### config.mk
export PLATFORM = sky130hd
export DESIGN_NAME = fifo_rd_stream_adapter
export DESIGN_NICKNAME = d
export VERILOG_FILES = /design/src/rtl/fifo_rd_stream_adapter.sv
export SDC_FILE = /design/constraint.sdc
export NUM_CORES = 1
export LEC_CHECK = 0
export CAP_MARGIN = 0
export CORE_MARGIN = 1
export CORE_UTILIZATION = 37
export DETAILED_ROUTE_END_ITERATION = 16
export DONT_BUFFER_PORTS = 1
export PLACE_DENSITY = 0.5
export SYNTH_ARGS = -nofsm -noshare
export SYNTH_HDL_FRONTEND = slang
export SYNTH_SLANG_ARGS = --single-unit
### constraint.sdc
create_clock -name clk -period 2 [get_ports clk]
set_input_delay 0.4 -clock clk [delete_from_list [all_inputs] [get_ports clk]]
set_output_delay 0.4 -clock clk [all_outputs]
set_load 0.05 [all_outputs]
### src/rtl/fifo_rd_stream_adapter.sv
// Reads a registered-latency FIFO and re-presents its words as a valid/ready stream,
// using a 3-entry skid buffer with credit-based read issue so the buffer can never overflow.
module fifo_rd_stream_adapter #(
   parameter int FIFO_WIDTH = 16,
   parameter int CNT_WIDTH  = 16
) (
   input  logic                  clk,
   input  logic                  rst_n,
   input  logic                  en,
   input  logic                  fifo_empty,
   input  logic [FIFO_WIDTH-1:0] fifo_data_out,
   input  logic                  fifo_underflow,
   output logic                  fifo_rd_en,
   output logic                  m_valid,
   input  logic                  m_ready,
   output logic [FIFO_WIDTH-1:0] m_data,
   output logic [CNT_WIDTH-1:0]  beat_count,
   output logic                  underflow_err,
   output logic                  busy
);

   typedef enum logic [1:0] {
      IDLE,
      RUN,
      STOP
   } state_t;

   localparam logic [CNT_WIDTH-1:0] CNT_ONE = {{(CNT_WIDTH-1){1'b0}}, 1'b1};

   state_t                state_q, state_d;
   logic [1:0]            occ_q, occ_d;
   logic                  inflight_q;
   logic [1:0]            rdPtr_q, rdPtr_d;
   logic [1:0]            wrPtr_q, wrPtr_d;
   logic [FIFO_WIDTH-1:0] buf_q [3];
   logic [CNT_WIDTH-1:0]  beatCount_q, beatCount_d;
   logic                  underflowErr_q, underflowErr_d;
   logic [2:0]            credit;
   logic                  push;
   logic                  pop;

   function automatic logic [1:0] ptrInc(input logic [1:0] p);
      return (p == 2'd2) ? 2'd0 : p + 2'd1;
   endfunction

   // Words already buffered plus the one still on its way both consume a slot.
   assign credit     = {1'b0, occ_q} + {2'b00, inflight_q};
   assign fifo_rd_en = (state_q == RUN) & ~fifo_empty & (credit < 3'd3);

   assign push = inflight_q & ~fifo_underflow;
   assign pop  = m_valid & m_ready;

   assign m_valid       = (occ_q != 2'd0);
   assign m_data        = buf_q[rdPtr_q];
   assign beat_count    = beatCount_q;
   assign underflow_err = underflowErr_q;
   assign busy          = (state_q != IDLE) | (occ_q != 2'd0);

   always_comb begin
      state_d = state_q;
      case (state_q)
         IDLE:    if (en) state_d = RUN;
         RUN:     if (!en) state_d = STOP;
         STOP: begin
            if (en)               state_d = RUN;
            else if (!inflight_q) state_d = IDLE;
         end
         default: state_d = IDLE;
      endcase
   end

   always_comb begin
      occ_d          = occ_q;
      rdPtr_d        = rdPtr_q;
      wrPtr_d        = wrPtr_q;
      beatCount_d    = beatCount_q;
      underflowErr_d = underflowErr_q;
      if (push) wrPtr_d = ptrInc(wrPtr_q);
      if (pop) begin
         rdPtr_d     = ptrInc(rdPtr_q);
         beatCount_d = beatCount_q + CNT_ONE;
      end
      if (push && !pop)      occ_d = occ_q + 2'd1;
      else if (!push && pop) occ_d = occ_q - 2'd1;
      if (inflight_q && fifo_underflow) underflowErr_d = 1'b1;
   end

   always_ff @(posedge clk or negedge rst_n) begin
      if (!rst_n) begin
         state_q        <= IDLE;
         occ_q          <= 2'd0;
         inflight_q     <= 1'b0;
         rdPtr_q        <= 2'd0;
         wrPtr_q        <= 2'd0;
         beatCount_q    <= '0;
         underflowErr_q <= 1'b0;
         for (int i = 0; i < 3; i++) buf_q[i] <= '0;
      end else begin
         state_q        <= state_d;
         occ_q          <= occ_d;
         inflight_q     <= fifo_rd_en;
         rdPtr_q        <= rdPtr_d;
         wrPtr_q        <= wrPtr_d;
         beatCount_q    <= beatCount_d;
         underflowErr_q <= underflowErr_d;
         if (push) buf_q[wrPtr_q] <= fifo_data_out;
      end
   end

endmodule

Word-level counts from Yosys, hierarchy flattened
Index checks and enable logic that the tools add are counted.
Word-level totals
  register bits: 74
  bits in latches: 0
  RAM bits: 0
  memory bits (read-only): 0
  input port bits: 22
  output and inout bits: 36
  word-level logic and storage cells: 62
  memories kept: 0
Cells by class
  add/subtract/negate cells: 6
  multiply operators: 0
  divide/modulo/power cells: 0
  $lt $le $gt $ge: 4
  equal/unequal tests: 7
  shift operators: 0
  multiplexer cells: 15
  bitwise gates (word level): 9
  reductions and logical operators: 11
Operators by type and width (number)
  48-bit bitwise mux: 1
  16-bit two-way mux: 3
  16-bit binary-select mux with 2-bit select: 1
  16-bit demux with 2-bit select: 1
  16-bit by 1-bit adder with 16-bit output, second input constant: 1
  2-bit two-way mux: 8
  2-bit by 1-bit adder with 2-bit output, second input constant: 3
  2-bit equality test, second input constant: 3
  3-bit >= comparator, second input constant: 2
  2-bit inverter with 3-bit output: 2
  2-bit case mux with 3 select lines: 1
  2-bit nonzero test: 3
  1-bit bitwise AND: 4
  1-bit logical AND: 4
  2-bit inequality test, second input constant: 2
  2-bit by 1-bit adder with 3-bit output: 1
  3-bit by 1-bit < comparator with 1-bit output, second input constant: 1
  3-bit by 2-bit < comparator with 1-bit output, second input constant: 1
  3-bit inequality test, second input constant: 1
  3-bit AND reduction: 1
  2-bit by 1-bit equality test with 1-bit output, second input constant: 1
  1-bit zero test: 2
  2-bit zero test: 1
  1-bit inverter: 2
  2 further kinds: 2

Logic depth before layout (Yosys ltp)
  depth after elaboration: 6
  depth in mapped cells: 7
  depth with buffers taken out: 6

Least setup slack after synthesis
No wires, ideal clock.
  path kind: reg2out
  from: register occ_q[0]
  to: output fifo_rd_en
  arrival time: 3.461 ns
  data required time: 1.600 ns
  path slack: -1.861 ns
  cell stages (with the launch flop): 4
  path buffers: 0
  cells stage by stage: dfrtp_1 -> ha_1 -> ha_1 -> a2111oi_0
On the way
  word-level cells in the longest chain between the ends: 3
Ends and longest elaborated chain
  start, declared: line 31  | logic [1:0] occ_q, occ_d;
  start signal, assigned: line 91  | occ_q <= 2'd0;
  start signal, assigned: line 100  | occ_q <= occ_d;
  2-bit by 1-bit adder with 3-bit output: line 47  | assign credit = {1'b0, occ_q} + {2'b00, inflight_q};
  3-bit by 2-bit < comparator with 1-bit output: line 48  | assign fifo_rd_en = (state_q == RUN) & ~fifo_empty & (credit < 3'd3);
  1-bit bitwise AND: line 48
  end, declared: line 13  | output logic fifo_rd_en,
Every way passes these cells.

Worst setup path after layout
Same ends and word-level chain as after synthesis.

==> results.ini <==
[sta]
slew_headroom=0.645
holdWs_ns=-0.255
slew_violations=0
max_freq_mhz=475
grt_setup_unrepaired=yes
fin_crit_ns=2.11
period_share=1.05
worst_slack_ns=-0.107
worst_pin_slew_ns=0.532
setup_violations=2
hold_viol=74
finClkSkew_ns=0.00684

[grt]
grt_max_degree=75
grt-ovfl-total=0
antenna_found_initial=0
grt_pass1_vias=2041
grt_first_pass_wirelength_um=10000
grt_util_all_layers=0.148

[drt]
wirelength_um=6290
wl_met1_um=2860
wl_met2_um=2990
drt_first_pass_iters=4
dr.first_iter.drc_count=46
highest_layer=met4
vias_per_cell=4.99
drc=0
wl_met3_um=367
vias=2045
wl_per_cell_um=15.3
ant_nets=0

[flow_run]
cap_violations=0

[floorplan]
fp.coreArea_um2=8680
pin_count=58
initial_core_util=0.380
core.rowCount=34
die_area_um2=9290
die_w_um=96.4
chipHeight_um=96.4

[layout]
final_core_util=0.488
nNetsFinal=323
drive_above_1_share=0.444
syn2layout_area_growth_pct=28.6
n_antenna_cell=0
fin_area_um2=4240
fillers=805

[synth]
synthCells=252
synth.area.top_cells=dfrtp_1 (56%), mux2_2 (17%), mux2i_1 (4.9%), xnor2_1 (3.5%), nand2_1 (2.8%)
synth_top_area_frac=0.562
synth_cell_type_count=35
yosys_warnings=0
synth_ff_type=dfrtp_1
ys_ff_latch=74
yosysTopAreaCell=dfrtp_1
avgSynthCellArea_um2=13.1
ys_seq_area_frac=0.562
synth_most_common_cell=dfrtp_1
synth_nets=278
synth_edf_count=0
synthTopCellsByCount=dfrtp_1 (74), mux2_2 (49), nand2_1 (25)
synth_area_um2=3300
async_reset_ff_frac=1.00

[clocking]
cts_tree=done
clock_latency_ns=0.34
max-clock-path-buffers=2
numCtsBuffers=9
cts.sinks=74
cts_max_level=3
root_buffer=clkbuf_8
path_clk_slew_ns=0.08

[place]
dpl-instance-area_um2=3980
port_buffers=0
hpwlAfterDp_um=4180
gp_congestion=0.704

[power_and_ir_drop]
sequentialPowerShare=0.320
p_clk_frac=0.153
p_int_mw=4.49
ir_drop_v=0.000921
power_leakage_nw=1.88
sw_frac_of_total=0.401
p_comb_frac=0.527
p_sw_mw=3.01
powerDensity_nw_per_um2=1770

[worst_setup_path]
timing.critical_path.buf_inv=1
path_max_fanout=2
slowest_delay_ns=0.41
crit_slowest_cell=dfrtp_1
crit_family=adder cells
path_cells=ha_2 > ha_4 > a2111oi_4 > buf_12
cp-end-kind=output port
arrival_ns=1.71
required_ns=1.60
crit_type=reg2out
cp-start-kind=flip-flop

[status]
outcome=finished, violations left
violations=hold timing, setup timing

[hold_path]
worst_hold_path_type=in2async

[state kept, by name, indices dropped and copies added, names as in the netlist]
signal	cells
state_q	2
wrPtr_q	2
underflow_err	1
inflight_q	1
beat_count	16
buf_q	48
rdPtr_q	2
occ_q	2
[cell families (layout without fill, tap and decap cells)]
logic type                 count (synthesis)  after routing  synth area share
DFF                                       74             74             0.562
muxes                                     65             65             0.216
and+or+nand+nor                           55             55            0.0915
AOI/OAI and AO/OA                         24             24            0.0437
xor gates and xnor gates                  18             18            0.0478
buffers and inverters                     12             62            0.0239
adders and majority gates                  4              4            0.0152
[power groups by stage]
stage	Combinational [mW]	Clock (mW)	Sequential, mW
global route	4.17	1.25	2.48
detailed placement	3.88	0	2.43
floorplan	2.18	0	2.57
CTS	3.93	1.19	2.41
global placement	3.85	0	2.41
finish	3.95	1.15	2.40
[worst paths after layout]
check,to,cells after the start,start,slack (ns)
worst max-delay path,fifo_rd_en,4,occ_q[0],-0.11
worst min-delay path,beat_count[12],0,rst_n,-0.26
worst max register to register,occ_q[1],9,occ_q[0],0.22
worst min register to register,buf_q[3],1,buf_q[3],0.51
max in group asynchronous,buf_q[22],0,rst_n,2.15
min in group clk,state_q[1],1,en,0.11
[area by class of cell]
type                            count  area [µm²]  area share
Sequential cell                    74        1850       0.438
Multi-Input combinational cell    166        1450       0.341
Timing Repair Buffer               44         601       0.142
Tap cell                          108         135      0.0319
Clock buffer                       10         128      0.0301
Clock inverter                      6        66.3      0.0156
Inverter                            2        7.51     0.00177
[cell usage in the layout, fill, tap and decap left out, types with 3 or more instances in the layout]
cell type,count
nand4_1,3
mux2i_1,16
mux2_2,49
dfrtp_1,72
o21ai_2,10
buf_4,21
xor2_1,5
and3_1,4
a21o_2,3
clkinvlp_4,3
o21ai_1,6
nor2_1,3
nand3_1,8
nand2_1,25
clkbuf_8,9
xnor2_1,13
buf_12,21
[routing by layer]
layer / vias to the layer above / GRT usage
met1: 1014 / 0.182
met3: 6 / 0.0548
met4: 0 / 0.0441
met2: 46 / 0.242
li1: 979 / -
met5: - / 0
[through the flow]
step | total power, mW | setup slack (ns) | instances | setup TNS, ns
after floorplan | 4.75 | -0.109 | 252 | -0.109
after global placement | 6.26 | 0.113 | 390 | 0
after detailed placement | 6.31 | 0.0900 | 390 | 0
after CTS | 7.53 | -0.136 | 407 | -0.187
after global routing | 7.90 | -0.182 | 410 | -0.332
final | 7.50 | -0.107 | 410 | -0.209
[timing repair]
item                                    in CTS  in global routing
endpoints found under the hold margin       74                 74
gates resized for setup                      7                  2
pin swaps                                    2                  1
buffers inserted                             1                  3
endpoints found under the setup margin      16                  8
Note: power is estimated with default switching activity, not from simulation.
